$ cat src/rtl/fu_issue_pkg.sv
// Shared types and default sizes for the FU issue buffer.
package fu_issue_pkg;

  localparam int unsigned FU_OPERATOR_SIZE   = 8;
  localparam int unsigned FU_OPERAND_SIZE    = 64;
  localparam int unsigned FU_TRANS_ID_BITS   = 3;
  localparam int unsigned FU_DEPTH           = 4;
  localparam int unsigned FU_MAX_OUTSTANDING = 2;

  // Request as it arrives from the issue stage (default sizes).
  typedef struct packed {
    logic [FU_OPERATOR_SIZE-1:0] operator;
    logic [FU_OPERAND_SIZE-1:0]  operand_a;
    logic [FU_OPERAND_SIZE-1:0]  operand_b;
    logic [FU_OPERAND_SIZE-1:0]  operand_c;
    logic [FU_TRANS_ID_BITS-1:0] trans_id;
  } req_t;

  // Retired result as presented to writeback (default sizes).
  typedef struct packed {
    logic [FU_TRANS_ID_BITS-1:0] trans_id;
    logic [FU_OPERAND_SIZE-1:0]  result;
    logic                        comparison;
  } wb_t;

endpackage

$ cat src/rtl/fu_issue_fifo.sv
// Generic registered FIFO: head visible on data_o, no write-to-read bypass,
// synchronous flush empties it in one edge.
module fu_issue_fifo #(
  parameter int unsigned WIDTH = 8,
  parameter int unsigned DEPTH = 4
) (
  input  logic             clk_i,
  input  logic             rst_ni,
  input  logic             flush_i,
  input  logic             push_i,
  input  logic             pop_i,
  input  logic [WIDTH-1:0] data_i,
  output logic [WIDTH-1:0] data_o,
  output logic             full_o,
  output logic             empty_o
);

  localparam int unsigned PTR_W = (DEPTH > 1) ? $clog2(DEPTH) : 1;
  localparam int unsigned CNT_W = $clog2(DEPTH + 1);

  logic [WIDTH-1:0] r_mem [DEPTH];
  logic [PTR_W-1:0] r_rptr;
  logic [PTR_W-1:0] r_wptr;
  logic [CNT_W-1:0] r_count;
  logic             w_push;
  logic             w_pop;

  // Explicit wrap so non-power-of-two pointer ranges (DEPTH=1) behave too.
  function automatic logic [PTR_W-1:0] ptr_inc(input logic [PTR_W-1:0] p);
    return (p == PTR_W'(DEPTH - 1)) ? '0 : p + 1'b1;
  endfunction

  assign full_o  = (r_count == CNT_W'(DEPTH));
  assign empty_o = (r_count == '0);
  assign w_push  = push_i && !full_o;
  assign w_pop   = pop_i && !empty_o;
  assign data_o  = r_mem[r_rptr];

  // Storage: write at the tail; cleared on reset so the head never shows X.
  always_ff @(posedge clk_i or negedge rst_ni) begin
    if (!rst_ni) begin
      for (int i = 0; i < int'(DEPTH); i++) r_mem[i] <= '0;
    end else if (w_push && !flush_i) begin
      r_mem[r_wptr] <= data_i;
    end
  end

  // Pointer and occupancy bookkeeping; flush wins over push/pop.
  always_ff @(posedge clk_i or negedge rst_ni) begin
    if (!rst_ni) begin
      r_rptr  <= '0;
      r_wptr  <= '0;
      r_count <= '0;
    end else if (flush_i) begin
      r_rptr  <= '0;
      r_wptr  <= '0;
      r_count <= '0;
    end else begin
      if (w_push) r_wptr <= ptr_inc(r_wptr);
      if (w_pop)  r_rptr <= ptr_inc(r_rptr);
      unique case ({w_push, w_pop})
        2'b10:   r_count <= r_count + 1'b1;
        2'b01:   r_count <= r_count - 1'b1;
        default: r_count <= r_count;
      endcase
    end
  end

endmodule

$ cat src/rtl/fu_issue_buffer.sv
// Request queue, outstanding-op limiter and in-order tag re-association
// between the issue stage and a functional unit.
module fu_issue_buffer
  import fu_issue_pkg::*;
#(
  parameter int unsigned OPERATOR_SIZE   = FU_OPERATOR_SIZE,
  parameter int unsigned OPERAND_SIZE    = FU_OPERAND_SIZE,
  parameter int unsigned TRANS_ID_BITS   = FU_TRANS_ID_BITS,
  parameter int unsigned DEPTH           = FU_DEPTH,
  parameter int unsigned MAX_OUTSTANDING = FU_MAX_OUTSTANDING
) (
  input  logic                     clk_i,
  input  logic                     rst_ni,
  input  logic                     flush_i,
  input  logic                     req_valid_i,
  output logic                     req_ready_o,
  input  logic [OPERATOR_SIZE-1:0] req_operator_i,
  input  logic [OPERAND_SIZE-1:0]  req_operand_a_i,
  input  logic [OPERAND_SIZE-1:0]  req_operand_b_i,
  input  logic [OPERAND_SIZE-1:0]  req_operand_c_i,
  input  logic [TRANS_ID_BITS-1:0] req_trans_id_i,
  output logic                     fu_valid_o,
  input  logic                     fu_ready_i,
  output logic [OPERATOR_SIZE-1:0] fu_operator_o,
  output logic [OPERAND_SIZE-1:0]  fu_operand_a_o,
  output logic [OPERAND_SIZE-1:0]  fu_operand_b_o,
  output logic [OPERAND_SIZE-1:0]  fu_operand_c_o,
  input  logic                     fu_result_valid_i,
  input  logic [OPERAND_SIZE-1:0]  fu_result_i,
  input  logic                     fu_comparison_i,
  output logic                     wb_valid_o,
  output logic [TRANS_ID_BITS-1:0] wb_trans_id_o,
  output logic [OPERAND_SIZE-1:0]  wb_result_o,
  output logic                     wb_comparison_o,
  output logic                     error_o
);

  localparam int unsigned REQ_W = OPERATOR_SIZE + 3 * OPERAND_SIZE + TRANS_ID_BITS;
  localparam int unsigned CNT_W = $clog2(MAX_OUTSTANDING + 1);
  // Drain is computed as drain + outstanding, so give it one spare bit.
  localparam int unsigned DRN_W = CNT_W + 1;

  logic [REQ_W-1:0]         w_req_in;
  logic [REQ_W-1:0]         w_req_head;
  logic                     w_req_full;
  logic                     w_req_empty;
  logic                     w_req_push;
  logic [TRANS_ID_BITS-1:0] w_head_id;
  logic [TRANS_ID_BITS-1:0] w_id_head;
  logic                     w_id_full;
  logic                     w_id_empty;
  logic                     w_dispatch;
  logic                     w_retire;
  logic                     w_discard;
  logic                     w_spurious;
  logic [DRN_W-1:0]         w_pending;
  logic [DRN_W-1:0]         w_drain_flush;

  logic [CNT_W-1:0]         r_outstanding;
  logic [DRN_W-1:0]         r_drain;
  logic                     r_wb_valid;
  logic [TRANS_ID_BITS-1:0] r_wb_trans_id;
  logic [OPERAND_SIZE-1:0]  r_wb_result;
  logic                     r_wb_comparison;
  logic                     r_error;

  assign w_req_in = {req_operator_i, req_operand_a_i, req_operand_b_i,
                     req_operand_c_i, req_trans_id_i};
  assign {fu_operator_o, fu_operand_a_o, fu_operand_b_o, fu_operand_c_o,
          w_head_id} = w_req_head;

  // Ready comes only from registered occupancy; flush refuses new work.
  assign req_ready_o = !w_req_full && !flush_i;
  assign w_req_push  = req_valid_i && req_ready_o;

  // Dispatch waits for stale results to drain so tags cannot alias.
  assign fu_valid_o = !w_req_empty && (r_outstanding < CNT_W'(MAX_OUTSTANDING)) &&
                      !w_id_full && !flush_i && (r_drain == '0);
  assign w_dispatch = fu_valid_o && fu_ready_i;

  assign w_retire   = fu_result_valid_i && !w_id_empty && (r_drain == '0) && !flush_i;
  assign w_discard  = fu_result_valid_i && (r_drain != '0);
  assign w_spurious = fu_result_valid_i && (r_outstanding == '0) && (r_drain == '0);

  // On flush every in-flight op becomes a result to discard; one arriving
  // in the flush cycle itself is already accounted for.
  assign w_pending     = r_drain + DRN_W'(r_outstanding);
  assign w_drain_flush = w_pending -
                         DRN_W'(fu_result_valid_i && (w_pending != '0));

  fu_issue_fifo #(
    .WIDTH (REQ_W),
    .DEPTH (DEPTH)
  ) u_req_fifo (
    .clk_i   (clk_i),
    .rst_ni  (rst_ni),
    .flush_i (flush_i),
    .push_i  (w_req_push),
    .pop_i   (w_dispatch),
    .data_i  (w_req_in),
    .data_o  (w_req_head),
    .full_o  (w_req_full),
    .empty_o (w_req_empty)
  );

  fu_issue_fifo #(
    .WIDTH (TRANS_ID_BITS),
    .DEPTH (MAX_OUTSTANDING)
  ) u_id_fifo (
    .clk_i   (clk_i),
    .rst_ni  (rst_ni),
    .flush_i (flush_i),
    .push_i  (w_dispatch),
    .pop_i   (w_retire),
    .data_i  (w_head_id),
    .data_o  (w_id_head),
    .full_o  (w_id_full),
    .empty_o (w_id_empty)
  );

  // Outstanding/drain counters and the sticky spurious-result flag.
  always_ff @(posedge clk_i or negedge rst_ni) begin
    if (!rst_ni) begin
      r_outstanding <= '0;
      r_drain       <= '0;
      r_error       <= 1'b0;
    end else begin
      if (w_spurious) r_error <= 1'b1;
      if (flush_i) begin
        r_outstanding <= '0;
        r_drain       <= w_drain_flush;
      end else begin
        if (w_discard) r_drain <= r_drain - 1'b1;
        unique case ({w_dispatch, w_retire})
          2'b10:   r_outstanding <= r_outstanding + 1'b1;
          2'b01:   r_outstanding <= r_outstanding - 1'b1;
          default: r_outstanding <= r_outstanding;
        endcase
      end
    end
  end

  // Writeback register: one-cycle pulse per retire, data held otherwise.
  always_ff @(posedge clk_i or negedge rst_ni) begin
    if (!rst_ni) begin
      r_wb_valid      <= 1'b0;
      r_wb_trans_id   <= '0;
      r_wb_result     <= '0;
      r_wb_comparison <= 1'b0;
    end else begin
      r_wb_valid <= w_retire;
      if (w_retire) begin
        r_wb_trans_id   <= w_id_head;
        r_wb_result     <= fu_result_i;
        r_wb_comparison <= fu_comparison_i;
      end
    end
  end

  assign wb_valid_o      = r_wb_valid;
  assign wb_trans_id_o   = r_wb_trans_id;
  assign wb_result_o     = r_wb_result;
  assign wb_comparison_o = r_wb_comparison;
  assign error_o         = r_error;

endmodule

$ cat config.mk
export PLATFORM = sky130hd
export DESIGN_NAME = fu_issue_buffer
export DESIGN_NICKNAME = d
export VERILOG_FILES = /design/src/rtl/fu_issue_pkg.sv /design/src/rtl/fu_issue_fifo.sv /design/src/rtl/fu_issue_buffer.sv
export SDC_FILE = /design/constraint.sdc
export NUM_CORES = 1
export LEC_CHECK = 0
export CAP_MARGIN = 0
export CELL_PAD_IN_SITES_DETAIL_PLACEMENT = 0
export CELL_PAD_IN_SITES_GLOBAL_PLACEMENT = 1
export CORE_MARGIN = 2
export CORE_UTILIZATION = 25
export CTS_BUF_LIST = sky130_fd_sc_hd__clkbuf_8
export DETAILED_ROUTE_END_ITERATION = 8
export GPL_TIMING_DRIVEN = 0
export PLACE_DENSITY_LB_ADDON = 0.1
export SLEW_MARGIN = 20
export SYNTH_ARGS = -nofsm -noshare
export SYNTH_HDL_FRONTEND = slang
export SYNTH_SLANG_ARGS = --single-unit
$ cat constraint.sdc
create_clock -name clk_i -period 5.7 [get_ports clk_i]
set_input_delay 1.71 -clock clk_i [delete_from_list [all_inputs] [get_ports clk_i]]
set_output_delay 1.71 -clock clk_i [all_outputs]
set_load 0.1 [all_outputs]
; ---- Word level (Yosys, flattened, before mapping)
; Index checks and enable logic that the tools add are counted.
[totals]
register_bits = 904
inputBits = 274
wordCells = 126
[classes]
n_addsub = 13
n_lt_le_gt_ge = 7
eq_ne = 10
muxes = 32
bitwise = 4
reduce_logical = 41
[op_table]
columns = cell, count
row1 = 812-bit bitwise mux, 1
row2 = 203-bit two-way mux, 3
row3 = 203-bit binary-select mux with 2-bit select, 1
row4 = 203-bit demux with 2-bit select, 1
row5 = 1-bit logical AND, 22
row6 = 3-bit two-way mux, 7
row7 = 2-bit two-way mux, 8
row8 = 3-bit nonzero test, 5
row9 = 2-bit == test (second input constant), 6
row10 = 2-bit nonzero test, 5
row11 = 2-bit by 1-bit adder with 2-bit output (second input constant), 4
row12 = 2-bit case mux with 2 select lines, 2
row13 = 6-bit bitwise mux, 1
row14 = 2-bit by 1-bit == test with 1-bit output (second input constant), 3
row15 = 3-bit >= comparator (second input constant), 2
row16 = 3-bit zero test, 2
row17 = 1-bit two-way mux, 6
row18 = 2-bit NOT with 3-bit output, 2
row19 = 3-bit case mux with 2 select lines, 1
row20 = 3-bit by 1-bit subtractor with 3-bit output (second input constant), 2
row21 = 1-bit zero test, 5
row22 = 2-bit >= comparator (second input constant), 2
row23 = 2-bit zero test, 2
row24 = 1-bit NOT with 2-bit output, 2
row25 = 10 further kinds, 12

; ---- Longest topological paths before layout
; Gate-level depths: netlist of run 1.
[logic_depth]
ltp_word = 11
ltp_mapped = 10

; ---- Cells and area by module
; A second synthesis of run 1 with hierarchy kept.
[hier_totals]
cells_unflattened = 2266
area_unflattened_um2 = 39741.9
[by_module_without_submodules]
columns = mod, instances, cells_per_inst, area_each_um2, seq_area_each_um2
row1 = fu_issue_fifo at u_req_fifo, 1, 2030, 36140.9, 20494.7
row2 = fu_issue_buffer, 1, 196, 3105.5, 1876.8
row3 = fu_issue_fifo at u_id_fifo, 1, 40, 495.5, 250.2

; ---- Worst setup path before layout of run 1
; No wires, ideal clock.
[synth_timing]
kind = input-to-output
startpoint = input flush_i
endpoint = output req_ready_o
arrival_time_ns = 3.360
t_required_ns = 3.990
path_slack_ns = 0.630
cell_stages = 3
cell_sequence = buf_2 clkbuf_1 nor2_1
[synth_via]
elab_chain_cells = 2
[synth_rtl]
columns = item, line
row1 = from (decl), fu_issue_buffer.sv:14  ; input logic flush_i,
row2 = 1-bit zero test, fu_issue_buffer.sv:73  ; assign req_ready_o = !w_req_full && !flush_i;
row3 = 1-bit logical AND, fu_issue_buffer.sv:73
row4 = to (decl), fu_issue_buffer.sv:16  ; output logic req_ready_o,
; Every way passes these cells.

; ---- Worst setup path in the final report of run 1
; Ends and elaborated chain as after synthesis.

==> results.cfg, run 1 <==
[outcome]
status = finished, final reports clean

[hold_path]
hold-path-endpoint = u_req_fifo.r_mem[146]
hp-start = u_req_fifo.r_mem[146]
whs_path_depth = 1
min_path_type = flop to flop

[logic_synthesis]
synth-main-ff-cell = dfrtp_1
synth_seq_cells = 904
ys_seq_area_frac = 0.5328
synth_most_common_cell = dfrtp_1
netlist_area_um2 = 42450
yosys.area.top_type = dfrtp_1
synthCells = 2251
synth-edff-count = 0
synth_area_leaders = dfrtp_1 (53%), mux2_4 (24%), mux4_2 (11%)
ys_types = 47
ys_async_sr_fraction = 1.000
avgSynthCellArea_um2 = 18.86
yosysWarnings = 0
ys_top_cells_by_count = dfrtp_1 (904), mux2_4 (680), mux4_2 (203)
synth.net_count = 2536
synth_top_cell_area_share = 0.5328

[clock_tree]
cts_max_path_buffers = 3
clkSinkCount = 904
insertion_delay_ns = 0.89
cts_tree = yes
clk_pin_slew_worst_paths_ns = 0.05
htreeDepth = 4
postCtsHoldBufs = 0
post_cts_buffers = 0
cts_made_buffers = 182
cts_root_buf = clkbuf_8

[die]
die_w_um = 416.1
start_util = 0.2511
rows = 151
fp.dieH_um = 416.1
core_area_um2 = 169100
io_pins = 546
die-area_um2 = 173100

[drt]
drt_iter0_drc = 845
drt-met1-wl_um = 52470
firstDrtPassIters = 4
met3_wirelength_um = 5183
wl_per_cell_um = 24.48
ant_nets = 0
wl_met2_um = 68700
num_vias = 23230
vias_per_cell = 4.349
remaining_drc_errors = 0
top_layer = met5
wl_um = 130800

[critical_path]
path_cells = clkdlybuf4s50_1 > buf_2 > clkbuf_1 > nor2_1 > dlygate4sd2_1
critPathBufInv = 4
required_ns = 3.99
slowest_stage = dlygate4sd2_1
cp_top_family = buffers and inverters
crit_type = input port to output pin
cp.depth = 5
cp-start-kind = input port
end_kind = output pin
r2r-end = wb_result_o[44]
regToRegSetupSlack_ns = 2.96
critPathArrivalTime_ns = 3.91
timing.rr.start = r_drain[0]
critPathMaxFanout = 10
slowest_delay_ns = 0.88
worst_r2r_path_depth = 6

[sta]
slew_violations = 0
fin_crit_ns = 5.622
fin_setup_tns_ns = 0
clock-skew-final_ns = 0.06094
clock.fmax_mhz = 177.9
setup_viol = 0
rsz0062_at_grt = false
worst_pin_slew_ns = 1.132
hold_viol = 0
setup_slack_ns = 0.07799
relSlewSlack = 0.2432
fin_crit_sh = 0.9863

[layout]
final_nets = 3274
fillers = 16320
syn_to_final_growth_pct = 28.18
layout-drive-gt1-share = 0.5016

[power_and_ir_drop]
peakVddDrop_v = 0.0002369
power.density_nw_per_um2 = 457.8
leakagePower_nw = 25.58
power_mw = 24.91

[global_routing]
grt_usage = 0.1512
grt_pass1_vias = 27150
grt_max_degree = 144
grt_first_pass_wirelength_um = 193500
antenna_found_initial = 40
overflow = 0

[place]
place_ws_ns = -0.2685
dpl.hpwl_um = 89420
gp_congestion = 0.7253
port_buffers = 545

[run]
drv_cap = 0
[through the flow]
stage	area [um^2]	hold slack [ns]	std cells	util
after floorplan	42450	0.4738	2251	-
after global placement	50680	0.4722	5014	0.2997
after detailed placement	50870	0.4793	5023	0.3008
after CTS	54370	0.5028	5326	0.3215
after global routing	54400	0.5122	5336	0.3217
final	54420	0.4995	5342	0.3218
[cell type report]
| class | count | area (um^2) | share of cell area |
|---|---|---|---|
| multi-input cells | 1188 | 17910 | 0.3292 |
| inverters | 13 | 48.80 | 0.0008967 |
| diodes | 16 | 40.04 | 0.0007358 |
| flip-flops and latches | 904 | 22620 | 0.4157 |
| clock buffers | 224 | 3083 | 0.05665 |
| well taps | 2218 | 2775 | 0.05100 |
| repair buffers | 554 | 5615 | 0.1032 |
| clock inverters | 79 | 432.9 | 0.007955 |
| plain buffers | 146 | 1888 | 0.03470 |
[worst max path at each step]
stage                               startpoint                    end
final                                  flush_i            req_ready_o
after global routing      u_req_fifo.r_rptr[1]     fu_operand_c_o[63]
after CTS                 u_req_fifo.r_rptr[1]      fu_operand_c_o[3]
after detailed placement               flush_i            req_ready_o
after global placement                  rst_ni  u_req_fifo.r_mem[225]
after floorplan                        flush_i            req_ready_o
[logic make-up (layout without fill, tap and decap cells)]
kind of cell,count (synthesis),in the layout,synth area share
mux,1093,1093,0.4037
flops,904,904,0.5328
buf+inv,159,1016,0.04521
simple gates,51,51,0.008931
compound gates,22,22,0.003448
fa+ha+maj,11,11,0.003596
xor+xnor,11,11,0.002269
other cells,0,16,0
[power by group]
group          internal (mW)  switching, mW
Sequential              8.41           1.11
Clock                   3.63           2.99
Combinational           3.79           4.99
Total                   15.8           9.09
[timing repair]
item | in CTS | in global routing
endpoints found under the setup margin | 175 | 6
resized for setup | 326 | 6
endpoints found under the hold margin | 0 | 0
[per-layer routing]
layer  global-route usage  up-vias
met3              0.03261      280
li1                     -     9896
met1               0.1784    12540
met2               0.2681      517
met5                    0        -
met4              0.05652        6
[cell usage in the layout (no fill, tap or decap), types with 3 or more instances in the layout]
cell type / instances
nand4_1: 3
buf_16: 9
buf_12: 77
mux2_1: 7
o31ai_1: 3
clkdlybuf4s15_2: 74
clkdlybuf4s50_1: 355
nand2_8: 4
clkdlybuf4s15_1: 6
dlygate4sd2_1: 94
o21ai_0: 5
clkinv_2: 8
nor2_1: 14
mux4_2: 203
xnor2_1: 10
mux2_4: 680
bufinv_16: 3
clkbuf_8: 224
diode_2: 16
dfrtp_1: 904
buf_4: 13
inv_1: 70
buf_1: 6
a21oi_1: 4
buf_2: 47
mux2i_1: 6
mux2_2: 197
nand2_1: 5
nand2b_1: 3
clkbuf_1: 13
clkinvlp_4: 8
or3_1: 4
clkbuf_2: 4
ha_1: 9
[sequential cells by signal, summed over array words and instances, names as in the netlist]
register            flops
u_req_fifo.r_wptr       2
wb_comparison_o         1
u_req_fifo.r_mem      812
wb_trans_id_o           3
r_outstanding           2
error_o                 1
u_id_fifo.r_mem         6
r_drain                 3
u_id_fifo.r_count       2
u_req_fifo.r_count      3
wb_valid_o              1
wb_result_o            64
u_id_fifo.r_rptr        1
u_req_fifo.r_rptr       2
u_id_fifo.r_wptr        1
Power figures use the tool's default switching activity.
==> inputs of run 2 (changes only) <==
Settings changed: CORE_ASPECT_RATIO set to 0.8, SKIP_LAST_GASP set to 1.
==> run 2 against run 1 <==
Effect of this change: routed wire length shrank 1.1%; power shrank 1.4%; clock power shrank 6.2%; critical path type unchanged.
==> results.cfg, run 2 (synthesis results as in run 1) <==
[outcome]
status = finished, final reports clean

[power_and_ir_drop]
peakVddDrop_v = 0.0002162
leakagePower_nw = 25.40
power.density_nw_per_um2 = 451.6

[place]
dpl.hpwl_um = 89250
port_buffers = 545
dpl-instance-area_um2 = 50930
gp_congestion = 0.7377
dp.cells = 5063

[layout]
post-route-cell-area_um2 = 54410
final_nets = 3260
largest_reg_flops = 812
regMostFlops = u_req_fifo.r_mem
final_common_cell = dfrtp_1
final_cell_mix = dfrtp_1 (904), mux2_4 (680), clkdlybuf4s50_1 (353), clkbuf_8 (209), mux4_2 (203)
fin_cells = 5363
syn_to_final_growth_pct = 28.16
layout-drive-gt1-share = 0.5247

[critical_path]
critPathArrivalTime_ns = 3.78
critPathMaxFanout = 10
end_kind = output pin
cp-start-kind = input port
slowest_stage = clkdlybuf4s50_1
crit_type = input port to output pin
slowest_delay_ns = 0.55
required_ns = 3.99
path_cells = clkdlybuf4s50_1 > buf_2 > clkbuf_1 > nor2_1 > clkdlybuf4s15_2

[run]
drv_cap = 0

[sta]
clock-skew-final_ns = 0.02517
fin_crit_sh = 0.9627
fin_crit_ns = 5.487
rsz0062_at_grt = false
setup_viol = 0
worst_pin_slew_ns = 1.124
fin_setup_tns_ns = 0
clock.fmax_mhz = 182.2
relSlewSlack = 0.2484
hold_viol = 0
slew_violations = 0

[drt]
vias_per_cell = 4.292
ant_nets = 0
drt_iter0_drc = 930
firstDrtPassIters = 7
remaining_drc_errors = 0
wl_per_cell_um = 24.11
num_vias = 23020
wl_um = 129300

[die]
io_pins = 546
start_util = 0.2513
die_w_um = 464.7
die-area_um2 = 173200
core_area_um2 = 168900
rows = 135
fp.dieH_um = 372.6

[global_routing]
grt_first_pass_wirelength_um = 191800
grt_max_degree = 146
grt_pass1_vias = 26960
antenna_found_initial = 35
grt_usage = 0.1494
overflow = 0

[hold_path]
min_path_type = flop to flop

[clock_tree]
cts_tree = yes
htreeDepth = 4
clk_pin_slew_worst_paths_ns = 0.05
cts_root_buf = clkbuf_8
postCtsHoldBufs = 0
clkSinkCount = 904
cts_made_buffers = 170
insertion_delay_ns = 0.86
cts_max_path_buffers = 3
==> run 2: stage by stage <==
step                      hold WS, ns    util  power [mW]  setup WS, ns
after global routing           0.5018  0.3220       25.82      0.002889
after CTS                      0.4822  0.3220       25.04     0.0001958
after floorplan                0.4738       -       16.28        0.6300
after detailed placement       0.4683  0.3015       18.67       -0.3744
final                          0.4758  0.3221       24.57        0.2128
after global placement         0.4708  0.3004       18.45        -37.58
==> run 2: final timing paths <==
kind | cells after the start | startpoint | slack (ns) | to
worst max-delay path | 5 | flush_i | 0.21 | req_ready_o
worst min-delay path | 2 | error_o | 0.48 | error_o
worst max register to register | 6 | r_drain[0] | 3.08 | wb_result_o[3]
worst min register to register | 2 | error_o | 0.48 | error_o
max in group asynchronous | 4 | rst_ni | 2.65 | u_req_fifo.r_mem[296]
min in group asynchronous | 1 | rst_ni | 0.70 | u_req_fifo.r_mem[210]
==> run 2: what timing repair did <==
action,4_1_cts,5_1_grt
gates resized for setup,525,0
setup endpoints to repair,187,0
buffers inserted,0,0
==> run 2: metal layers <==
metal / GRT usage / part of all wire / wire length [um]
met4: 0.03959 / 0.024 / 3117
met3: 0.04140 / 0.048 / 6264
met2: 0.2588 / 0.51 / 65920
met5: 0 / 0.00090 / 117
met1: 0.1824 / 0.42 / 53900
==> run 2: worst max-delay path, delay by kind of cell <==
kind                   cells  cell delay [ns]
buffers and inverters      4             1.87
AND/OR/NAND/NOR            1             0.18
==> run 2: final cells by class <==
cell class	instances	area, um^2
Sequential cell	904	22620
Buffer	146	1889
Clock buffer	209	2877
Inverter	13	48.80
Timing Repair Buffer	552	5827
Multi-Input combinational cell	1188	17910
Tap cell	2260	2828
Clock inverter	81	379.1
Antenna cell	10	25.02
Fill cell	16400	114500
==> run 2: where the power goes <==
| part | total, mW | leakage (nW) | internal, mW | switching [mW] |
|---|---|---|---|---|
| combinational | 8.86 | 12.2 | 3.87 | 5.00 |
| sequential | 9.51 | 11.3 | 8.41 | 1.11 |
| clock | 6.20 | 1.90 | 3.29 | 2.91 |
